<file path="src/rtl/uart_tx_param.sv">
// Parametrised UART transmitter: internal baud counter, valid/ready input,
// configurable data width, bit order, parity and stop-bit count.
module uart_tx_param #(
    parameter int DATA_WIDTH   = 8,
    parameter int CLKS_PER_BIT = 868,
    parameter int PARITY_MODE  = 0,
    parameter int STOP_BITS    = 1,
    parameter int MSB_FIRST    = 1
) (
    input  logic                  clk,
    input  logic                  rst_n,
    input  logic [DATA_WIDTH-1:0] tx_data,
    input  logic                  tx_valid,
    output logic                  tx_ready,
    output logic                  tx_out,
    output logic                  tx_busy,
    output logic                  tx_done
);

    generate
        if (DATA_WIDTH < 5 || DATA_WIDTH > 9 || CLKS_PER_BIT < 2 ||
            PARITY_MODE < 0 || PARITY_MODE > 2 ||
            STOP_BITS < 1 || STOP_BITS > 2 ||
            MSB_FIRST < 0 || MSB_FIRST > 1) begin : g_param_check
            $error("uart_tx_param: illegal parameter value");
        end
    endgenerate

    localparam int CNT_W = $clog2(CLKS_PER_BIT);

    typedef enum logic [2:0] {
        S_IDLE   = 3'd0,
        S_START  = 3'd1,
        S_DATA   = 3'd2,
        S_PARITY = 3'd3,
        S_STOP   = 3'd4
    } state_t;

    // Handshake: a word is taken on any rising edge where tx_valid and
    // tx_ready are both high; tx_ready is high exactly while in IDLE.
    state_t                r_state;
    logic [CNT_W-1:0]      r_cnt;
    logic [3:0]            r_idx;
    logic [DATA_WIDTH-1:0] r_shift;
    logic                  r_parity;
    logic                  r_tx;
    logic                  r_ready;
    logic                  r_busy;
    logic                  r_done;

    logic [DATA_WIDTH-1:0] w_load;
    logic                  w_parity;
    logic                  w_bit_end;

    // The shift register always emits bit 0 first, so MSB-first words are reversed on load.
    always_comb begin
        w_load = tx_data;
        if (MSB_FIRST != 0) begin
            for (int i = 0; i < DATA_WIDTH; i++) begin
                w_load[i] = tx_data[DATA_WIDTH-1-i];
            end
        end
    end

    assign w_parity  = (^tx_data) ^ (PARITY_MODE == 2);
    assign w_bit_end = (r_cnt == CNT_W'(CLKS_PER_BIT - 1));

    always_ff @(posedge clk or negedge rst_n) begin
        if (!rst_n) begin
            r_state  <= S_IDLE;
            r_cnt    <= '0;
            r_idx    <= '0;
            r_shift  <= '0;
            r_parity <= 1'b0;
            r_tx     <= 1'b1;
            r_ready  <= 1'b1;
            r_busy   <= 1'b0;
            r_done   <= 1'b0;
        end else begin
            r_done <= 1'b0;
            if (r_state != S_IDLE) begin
                r_cnt <= w_bit_end ? '0 : r_cnt + 1'b1;
            end
            case (r_state)
                S_IDLE: begin
                    if (tx_valid) begin
                        r_shift  <= w_load;
                        r_parity <= w_parity;
                        r_cnt    <= '0;
                        r_idx    <= '0;
                        r_tx     <= 1'b0;
                        r_ready  <= 1'b0;
                        r_busy   <= 1'b1;
                        r_state  <= S_START;
                    end
                end
                S_START: begin
                    if (w_bit_end) begin
                        r_tx    <= r_shift[0];
                        r_idx   <= '0;
                        r_state <= S_DATA;
                    end
                end
                S_DATA: begin
                    if (w_bit_end) begin
                        if (r_idx == 4'(DATA_WIDTH - 1)) begin
                            r_idx <= '0;
                            if (PARITY_MODE != 0) begin
                                r_tx    <= r_parity;
                                r_state <= S_PARITY;
                            end else begin
                                r_tx    <= 1'b1;
                                r_state <= S_STOP;
                            end
                        end else begin
                            r_idx   <= r_idx + 1'b1;
                            r_shift <= r_shift >> 1;
                            r_tx    <= r_shift[1];
                        end
                    end
                end
                S_PARITY: begin
                    if (w_bit_end) begin
                        r_tx    <= 1'b1;
                        r_idx   <= '0;
                        r_state <= S_STOP;
                    end
                end
                S_STOP: begin
                    // Completion cycle: back in IDLE with tx_done, so a held tx_valid is accepted at its end.
                    if (w_bit_end) begin
                        if (r_idx == 4'(STOP_BITS - 1)) begin
                            r_idx   <= '0;
                            r_done  <= 1'b1;
                            r_ready <= 1'b1;
                            r_busy  <= 1'b0;
                            r_state <= S_IDLE;
                        end else begin
                            r_idx <= r_idx + 1'b1;
                        end
                    end
                end
                default: begin
                    r_tx    <= 1'b1;
                    r_ready <= 1'b1;
                    r_busy  <= 1'b0;
                    r_state <= S_IDLE;
                end
            endcase
        end
    end

    assign tx_ready = r_ready;
    assign tx_out   = r_tx;
    assign tx_busy  = r_busy;
    assign tx_done  = r_done;

endmodule

</file>
<file path="config.mk">
export PLATFORM = sky130hd
export DESIGN_NAME = uart_tx_param
export DESIGN_NICKNAME = d
export VERILOG_FILES = /design/src/rtl/uart_tx_param.sv
export SDC_FILE = /design/constraint.sdc
export NUM_CORES = 1
export LEC_CHECK = 0
export BUFFER_PORTS_ARGS = -buffer_cell sky130_fd_sc_hd__buf_2
export CAP_MARGIN = 20
export CORE_ASPECT_RATIO = 1.5
export CORE_MARGIN = 2
export CORE_UTILIZATION = 40
export CTS_CLUSTER_DIAMETER = 60
export CTS_CLUSTER_SIZE = 8
export DETAILED_ROUTE_END_ITERATION = 8
export SETUP_SLACK_MARGIN = 0.15
export SLEW_MARGIN = 40
export SYNTH_ARGS = -nofsm -noshare
export SYNTH_HDL_FRONTEND = slang
export SYNTH_SLANG_ARGS = --single-unit
</file>
<file path="constraint.sdc">
create_clock -name clk -period 1.9 [get_ports clk]
set_input_delay 0 -clock clk [delete_from_list [all_inputs] [get_ports clk]]
set_output_delay 0 -clock clk [all_outputs]
set_load 0.005 [all_outputs]
</file>
==> results.cfg, run 1 <==
[status]
status = finished clean

[cts]
clock_tree_from_tritoncts = yes
cts_root_buf = clkbuf_8
cts_htree_levels = 2
cts-root-to-sink-buffers = 2
cts_buffers = 5
clock_latency_ps = 280
clock_sink_count = 29
cts.reportedPaths.clkPinSlew_ps = 60

[route]
postRouteWirelength_um = 4030
routed_via_density = 5.96
drt.antenna.violating_nets = 0
drt_pass1_iterations = 4
wl_met3_um = 100
route.layer.met1.wl_um = 1570
met2RoutedLength_um = 2250
routed_wire_length_per_instance_um = 15.8
post-route-drc-count = 0
topRoutingLayerUsed = met4
drt-initial-drc-count = 50
vias = 1521

[setup_path]
crit_path_start_kind = register
crit-reg2reg-capture = r_idx[2]
crit_path_required_time_ps = 2060
criticalPathCategory = reg -> reg
crit-reg2reg-launch = r_cnt[1]
crit_arrival_ps = 1880
timing.critical_path.to_type = register
ff2ff_path_depth = 5
maximum_net_fanout_on_the_critical_path = 5
register_to_register_setup_slack_ps = 180

[sta]
tightestPinTransition_ps = 647
hold_slack_ps = 44.2
final-hold-violation-count = 0
fmax_mhz = 583
timing.clock.skew_ps = 4.35
final_period_minus_worst_setup_slack_ps = 1720
setup_viol_count_final = 0
remaining_max_slew_budget_at_the_tightest_pin_pct = 56.9
fin_crit_share_pct = 90.3
total_negative_setup_slacks_ps = 0
final_max_slew_viol_count = 0
grt_setup_unrepaired = true

[die]
floorplan.die.width_um = 57.4
floorplan.rows = 29
initial_core_util_pct = 41.0
ports_placed_on_the_boundary = 15
design.core.area_mm2 = 0.00417
die-area_mm2 = 0.00483
die_height_um = 84.1

[worst_hold_path]
holdPathEnd = r_shift[7]
hold_path.startpoint = tx_valid
hold_depth = 3
worstHoldPathType = in -> reg

[cells_and_area]
total_area_of_multi_input_combinational_cells_um2 = 920
final.fill_count = 388
antenna_cells = 0
seqCellArea_um2 = 732
synthToLayoutAreaGrowth_pct = 20.8
drive_gt1_share_pct = 31.1
design.final.nets = 222

[power]
leakagePower_nw = 0.888
worst_voltage_drop_across_the_vdd_grid_uv = 427
power.density_cell_area_mw_per_mm2 = 550

[placed_design]
buffer_ports.inserted = 14
dp.final_hpwl_um = 2960
routabilityCongestion = 0.887

[synth]
yosys.cell_count.top_type = dfrtp_1
async_reset_ff_share_pct = 100
number_of_synthesis_warnings = 0
postSynthCellCount = 176
synth.cell_area_mm2 = 0.00171
synth_seq_area_share_pct = 42.6
ys.flop_type = dfrtp_1
netlist.area_leader.share_pct = 39.5
yosys-top-cells-count = dfrtp_1, a31oi_1, inv_1
syn_nets = 190
yosys_cell_types = 51
synth_top_cells_by_area = dfrtp_1, a31oi_1, o22a_1
synth_enable_flop_cells = 0
ys_seq_elements = 29
synthDominantAreaCellType = dfrtp_1
synthesis.area_per_instance_um2 = 9.72

[grt]
grt_pass1_vias = 1564
wire_length_of_the_first_global_routing_pass_um = 6710
grt_max_degree = 30
groute.usage.overall_pct = 17.7
gr-total-overflow = 0
antenna_violations_before_repair = 0

[job]
cap_violations = 0
## registers in the layout, summed over array words and instances, names as in the netlist
| register | flops |
|---|---|
| tx_out | 1 |
| tx_done | 1 |
| r_shift | 8 |
| tx_busy | 1 |
| r_cnt | 10 |
| r_state | 3 |
| tx_ready | 1 |
| r_idx | 4 |
## per-stage QoR
step	setup slack, ps	utilization (%)	power [W]	cells	cell area (µm²)
CTS	153	47.7	0.00115	250	1990
finish	184	49.5	0.00114	255	2070
global route	133	49.5	0.00119	255	2070
floorplan	198	-	0.000637	176	1710
global placement	151	44.7	0.000662	239	1870
detailed placement	37.7	44.7	0.000663	239	1870
## per-layer routing
layer	up-vias	global-route usage (%)
li1	728	-
met2	25	31.7
met3	13	3.72
met1	755	18.8
met4	0	8.88
met5	-	0
## critical path, stage by stage (launching register included)
cell and delay (ps):
dfrtp_1 410, ha_2 220, and4b_1 210, and4_4 190, or3_4 350, a22o_1 220
## layout make-up
cell class / count / area share [%]
Sequential cell: 29 / 35.4
Inverter: 13 / 2.36
Clock inverter: 2 / 0.485
Tap cell: 46 / 2.79
Multi-Input combinational cell: 126 / 44.5
Clock buffer: 6 / 3.51
Timing Repair Buffer: 33 / 10.9
## cell families (layout without fill, tap and decap cells)
group           after synthesis  in the layout  synth area share [%]
simple gates                 62             62                  23.4
compound gates               58             58                  24.0
flops                        29             29                  42.6
buf+inv                      21             54                  6.00
fa+ha+maj                     3              3                  2.19
mux                           3              3                  1.83
## timing repair
action | 4_1_cts | 5_1_grt
resized for setup | 4 | 11
setup buffers | 1 | 5
hold buffers | 2 | 0
endpoints found under the hold margin | 28 | 0
pin swaps | 1 | 7
endpoints found under the setup margin | 10 | 14
## worst max-delay path by stage
stage,start,slack (ps),end,depth (start not counted)
6_report,r_cnt[1],180,r_idx[2],5
5_1_grt,r_cnt[1],130,r_shift[2],6
4_1_cts,r_cnt[0],150,r_idx[2],5
3_5_place_dp,r_cnt[0],40,r_shift[2],6
3_3_place_gp,r_cnt[0],150,r_idx[2],5
2_1_floorplan,r_cnt[0],200,r_idx[2],5
## where the power goes
group / internal (W) / switching, W
Clock: 0.000253 / 0.000228
Sequential: 0.000618 / 0
Combinational: 0.0000161 / 0.0000214
## placed cells by master, fill, tap and decap left out, drive strengths merged, types with 6 or more instances in the layout
master / instances
a21oi: 12
a31oi: 15
buf: 31
clkbuf: 6
dfrtp: 27
inv: 13
nand2: 6
nand2b: 6
nand3: 8
nor2: 10
o22a: 8
Note: power is estimated with default switching activity, not from simulation.
==> inputs of run 2 (changes only) <==
--- a/config.mk
+++ b/config.mk
@@ -7,8 +7,7 @@
 export LEC_CHECK = 0
 export BUFFER_PORTS_ARGS = -buffer_cell sky130_fd_sc_hd__buf_2
 export CAP_MARGIN = 20
-export CORE_ASPECT_RATIO = 1.5
-export CORE_MARGIN = 2
+export CORE_MARGIN = 10
 export CORE_UTILIZATION = 40
 export CTS_CLUSTER_DIAMETER = 60
 export CTS_CLUSTER_SIZE = 8
==> results.cfg, run 2 (same netlist as run 1, synthesis figures left out) <==
[die]
die-area_mm2 = 0.00729
die_height_um = 85.4
design.core.area_mm2 = 0.00406
floorplan.die.width_um = 85.4
ports_placed_on_the_boundary = 15
floorplan.rows = 23
initial_core_util_pct = 42.2

[setup_path]
crit-reg2reg-launch = r_idx[1]
crit_path_cell_trace = inv_1, ha_2, or3b_2, a21oi_2, nor3b_1, a22o_1
crit_path_required_time_ps = 2070
crit-reg2reg-capture = r_idx[2]
register_to_register_setup_slack_ps = 220
startpoint = r_idx[1]
criticalPathCategory = reg -> reg
cp_max_stage_cell = or3b_2
maximum_net_fanout_on_the_critical_path = 3
cp_slowest_stage_delay_ps = 470
timing.critical_path.to = r_idx[2]
timing.critical_path.to_type = register
crit_path_start_kind = register
ff2ff_path_depth = 6
crit_arrival_ps = 1860

[route]
drt-initial-drc-count = 91
vias = 1488
routed_wire_length_per_instance_um = 15.6
post-route-drc-count = 0
drt_pass1_iterations = 4
routed_via_density = 5.79
postRouteWirelength_um = 4000
drt.antenna.violating_nets = 0

[grt]
grt_pass1_vias = 1464
antenna_violations_before_repair = 0
wire_length_of_the_first_global_routing_pass_um = 6800
gr-total-overflow = 0
grt_max_degree = 30
groute.usage.overall_pct = 11.2

[sta]
total_negative_setup_slacks_ps = 0
setup_viol_count_final = 0
final_period_minus_worst_setup_slack_ps = 1680
tightestPinTransition_ps = 659
hold_slack_ps = 65.3
grt_setup_unrepaired = true
final_max_slew_viol_count = 0
fin_crit_share_pct = 88.7
final-hold-violation-count = 0
remaining_max_slew_budget_at_the_tightest_pin_pct = 56.1
timing.clock.skew_ps = 4.20
fmax_mhz = 594

[worst_hold_path]
worstHoldPathType = in -> reg

[cells_and_area]
flip_flop_count_of_the_largest_register_all_copies_and_words_added = 10
drive_gt1_share_pct = 30.0
synthToLayoutAreaGrowth_pct = 21.5
biggestRegsByFlops = r_cnt x10, r_shift x8, r_idx x4
antenna_cells = 0
post-route-util_pct = 51.2
final_common_cell = dfrtp_1
design.final.nets = 220
mostFrequentLayoutCells = dfrtp_1, buf_2, a31oi_1, buf_4, inv_1
top_register = r_cnt

[cts]
clock_tree_from_tritoncts = yes
clock_sink_count = 29
cts_htree_levels = 2
cts_root_buf = clkbuf_8
cts_buffers = 5
clock_latency_ps = 290
cts.reportedPaths.clkPinSlew_ps = 60
cts-root-to-sink-buffers = 2

[placed_design]
routabilityCongestion = 0.913
dp.final_hpwl_um = 2780
buffer_ports.inserted = 14

[power]
worst_voltage_drop_across_the_vdd_grid_uv = 323
power.density_cell_area_mw_per_mm2 = 567
leakagePower_nw = 0.874

[status]
status = finished clean

[job]
cap_violations = 0
-- run 2: area by class of cell --
class,instances,area [µm²]
Tap cell,50,62.6
Fill cell,352,1980
Timing Repair Buffer,31,210
Multi-Input combinational cell,126,933
Inverter,13,48.8
Sequential cell,29,733
Clock buffer,8,90.1
-- run 2: power by group --
part / switching, W / internal [W]
Combinational: 0.0000216 / 0.0000160
Sequential: 0 / 0.000618
Clock: 0.000229 / 0.000295
Total: 0.000250 / 0.000929
-- run 2: how the worst min path moves through the flow --
stage,startpoint,to,slack (ps),cells past startpoint
after floorplan,rst_n,r_cnt[0],-300,0
after global placement,rst_n,r_idx[3],60,1
after detailed placement,rst_n,tx_done,70,1
after CTS,tx_valid,r_shift[7],60,3
after global routing,tx_valid,r_state[0],80,3
final,tx_valid,r_shift[7],70,3
-- run 2: critical path: cells and delay by family (launching register included) --
kind / cells / cell delay (ps)
adder cells (fa/ha/maj): 1 / 180
buffers and inverters: 1 / 90
AND/OR/NAND/NOR: 2 / 530
AO/OA/AOI/OAI: 2 / 380
flip-flops: 1 / 390
-- run 2: what timing repair did --
| item | in CTS | in global routing |
|---|---|---|
| pin swaps | 1 | 11 |
| buffers inserted | 1 | 6 |
| resized for setup | 3 | 15 |
| hold buffers | 2 | 0 |
| hold endpoints to repair | 28 | 0 |
| setup endpoints to repair | 11 | 15 |
-- run 2: metrics by stage --
stage / area, µm² / std cells / power, W / worst slack [ps]
CTS: 1980 / 251 / 0.00120 / 155
global route: 2080 / 257 / 0.00123 / 106
global placement: 1850 / 240 / 0.000662 / 145
floorplan: 1710 / 176 / 0.000637 / 198
detailed placement: 1850 / 240 / 0.000663 / 98.2
finish: 2080 / 257 / 0.00118 / 215
-- run 2: routing by layer --
| metal | share of wire, % | GRT usage, % | vias to the layer above | wire, µm |
|---|---|---|---|---|
| met3 | 4.7 | 4.49 | 6 | 186 |
| met5 | 0 | 0 | - | 0 |
| li1 | - | - | 723 | - |
| met4 | 1.5 | 4.64 | 0 | 61 |
| met2 | 49 | 17.5 | 22 | 1950 |
| met1 | 45 | 13.3 | 737 | 1800 |
==> inputs of run 3 (changes only) <==
--- a/config.mk
+++ b/config.mk
@@ -8,11 +8,13 @@
 export BUFFER_PORTS_ARGS = -buffer_cell sky130_fd_sc_hd__buf_2
 export CAP_MARGIN = 20
 export CORE_MARGIN = 10
-export CORE_UTILIZATION = 40
+export CORE_UTILIZATION = 50
 export CTS_CLUSTER_DIAMETER = 60
 export CTS_CLUSTER_SIZE = 8
 export DETAILED_ROUTE_END_ITERATION = 8
+export PLACE_DENSITY = 0.69
 export SETUP_SLACK_MARGIN = 0.15
+export SKIP_LAST_GASP = 1
 export SLEW_MARGIN = 40
 export SYNTH_ARGS = -nofsm -noshare
 export SYNTH_HDL_FRONTEND = slang
==> results.cfg, run 3 (same netlist as run 1, synthesis figures left out) <==
[status]
status = finished clean

[sta]
remaining_max_slew_budget_at_the_tightest_pin_pct = 57.0
timing.clock.skew_ps = 12.6
setup_viol_count_final = 0
grt_setup_unrepaired = true
final_max_slew_viol_count = 0
final_period_minus_worst_setup_slack_ps = 1710
tightestPinTransition_ps = 644
final-hold-violation-count = 0
fin_crit_share_pct = 89.8
total_negative_setup_slacks_ps = 0
fmax_mhz = 586

[route]
drt.antenna.violating_nets = 0
routed_via_density = 5.84
drt-initial-drc-count = 70
post-route-drc-count = 0
vias = 1501
postRouteWirelength_um = 3990
drt_pass1_iterations = 4
routed_wire_length_per_instance_um = 15.5

[die]
die-area_mm2 = 0.00616
die_height_um = 78.5
floorplan.rows = 21
ports_placed_on_the_boundary = 15
initial_core_util_pct = 51.7
floorplan.die.width_um = 78.5
design.core.area_mm2 = 0.00331

[setup_path]
crit_family = simple AND/OR/NAND/NOR gates
crit_path_cell_trace = or3_4, nor4_4, or3_4, mux2i_2
path_common_cell = or3_4
crit_arrival_ps = 1950
cp.buffers_inverters = 0
cp_slowest_stage_delay_ps = 440
timing.critical_path.to_type = register
maximum_net_fanout_on_the_critical_path = 4
criticalPathCategory = reg -> reg
crit_path_required_time_ps = 2150
crit_path_start_kind = register
cp_max_stage_cell = or3_4

[cts]
cts_buffers = 5
cts.reportedPaths.clkPinSlew_ps = 90
clock_sink_count = 29
cts_root_buf = clkbuf_4
cts_htree_levels = 2
clock_tree_from_tritoncts = yes
cts-root-to-sink-buffers = 2
clock_latency_ps = 330

[cells_and_area]
layoutNonFillerInstCount = 257
mostFrequentLayoutCells = dfrtp_1, buf_4, a31oi_1, buf_2, inv_1
final.fill_count = 286
drive_gt1_share_pct = 32.7
antenna_cells = 0
design.final.nets = 224
final_design_area_no_fill_mm2 = 0.00207
flip_flop_count_of_the_largest_register_all_copies_and_words_added = 10
seqCellArea_um2 = 733
synthToLayoutAreaGrowth_pct = 21.1
total_area_of_multi_input_combinational_cells_um2 = 926
top_register = r_cnt
final_common_cell = dfrtp_1
post-route-util_pct = 62.5
biggestRegsByFlops = r_cnt x10, r_shift x8, r_idx x4

[power]
finalPower_w = 0.00109
pwr-share-seq_pct = 56.8
internal-power_w = 0.000847
power_frac_comb_pct = 3.5
leakagePower_nw = 0.895
pwr-share-clk_pct = 39.7
power.density_cell_area_mw_per_mm2 = 525
p_sw_share_pct = 22.0
net_switching_component_of_the_power_w = 0.000239
worst_voltage_drop_across_the_vdd_grid_uv = 283

[placed_design]
buffer_ports.inserted = 14
postPlaceCellArea_mm2 = 0.00186
routabilityCongestion = 0.853
dp.final_hpwl_um = 2750
place_inst = 238

[job]
cap_violations = 0

[grt]
grt_pass1_vias = 1470
grt_max_degree = 30
antenna_violations_before_repair = 0
wire_length_of_the_first_global_routing_pass_um = 6600
groute.usage.overall_pct = 13.0
gr-total-overflow = 0

[worst_hold_path]
worstHoldPathType = in -> reg
[run 3: cell types whose count changed in the layout (fill, tap and decap cells not counted), moves of 2 or more]
| cell | delta |
|---|---|
| clkbuf_4 | +5 |
| nor3b_2 | +2 |
| buf_6 | -2 |
| clkbuf_8 | -4 |
| clkbuf_1 | -2 |
| buf_4 | +5 |
[run 3: metal layers]
layer | GRT usage [%] | vias up | part of all wire [%]
met5 | 0 | - | 0
met4 | 4.84 | 0 | 1.7
met3 | 5.24 | 8 | 4.2
met2 | 21.9 | 30 | 49
met1 | 14.5 | 734 | 45
li1 | - | 729 | -
[run 3: layout make-up]
cell class	count	share of cell area (%)
repair buffers	35	11.4
flip-flops and latches	29	35.4
clock buffers	7	3.14
well taps	46	2.78
clock inverters	1	0.242
inverters	13	2.36
multi-input cells	126	44.7
[run 3: power by group through the flow]
stage / clock network, W / registers, W / logic [W]
6_report: 0.000432 / 0.000617 / 0.0000377
5_1_grt: 0.000473 / 0.000617 / 0.0000430
4_1_cts: 0.000445 / 0.000617 / 0.0000385
3_5_place_dp: 0 / 0.000629 / 0.0000336
3_3_place_gp: 0 / 0.000629 / 0.0000331
2_1_floorplan: 0 / 0.000629 / 0.00000836
[run 3: timing repair]
action	CTS	global route
hold buffers	3	0
pin swaps	1	5
setup endpoints to repair	12	15
cloned	0	0
buffers inserted	1	7
gates resized for setup	3	14
hold endpoints to repair	29	0
[run 3: worst paths after layout]
path | cells past startpoint | to | startpoint | slack, ps
setup / recovery | 4 | r_idx[1] | r_cnt[2] | 190
hold / removal | 4 | r_shift[6] | tx_data[1] | 70
setup reg to reg | 4 | r_idx[1] | r_cnt[2] | 190
hold reg to reg | 2 | tx_ready | tx_ready | 490
max in group asynchronous | 2 | r_cnt[0] | rst_n | 1210
min in group asynchronous | 2 | tx_done | rst_n | 220
[run 3: tightest hold or removal path, delay by kind of cell]
| family | cells | cell delay (ps) |
|---|---|---|
| compound gates | 2 | 270 |
| buf+inv | 1 | 80 |
| simple gates | 1 | 30 |
[run 3: stage by stage]
stage	hold WS, ps	worst slack (ps)
after CTS	66.6	138
after global placement	59.9	137
after floorplan	-296	198
after global routing	83.8	87.3
final	74.1	193
after detailed placement	65.0	87.7
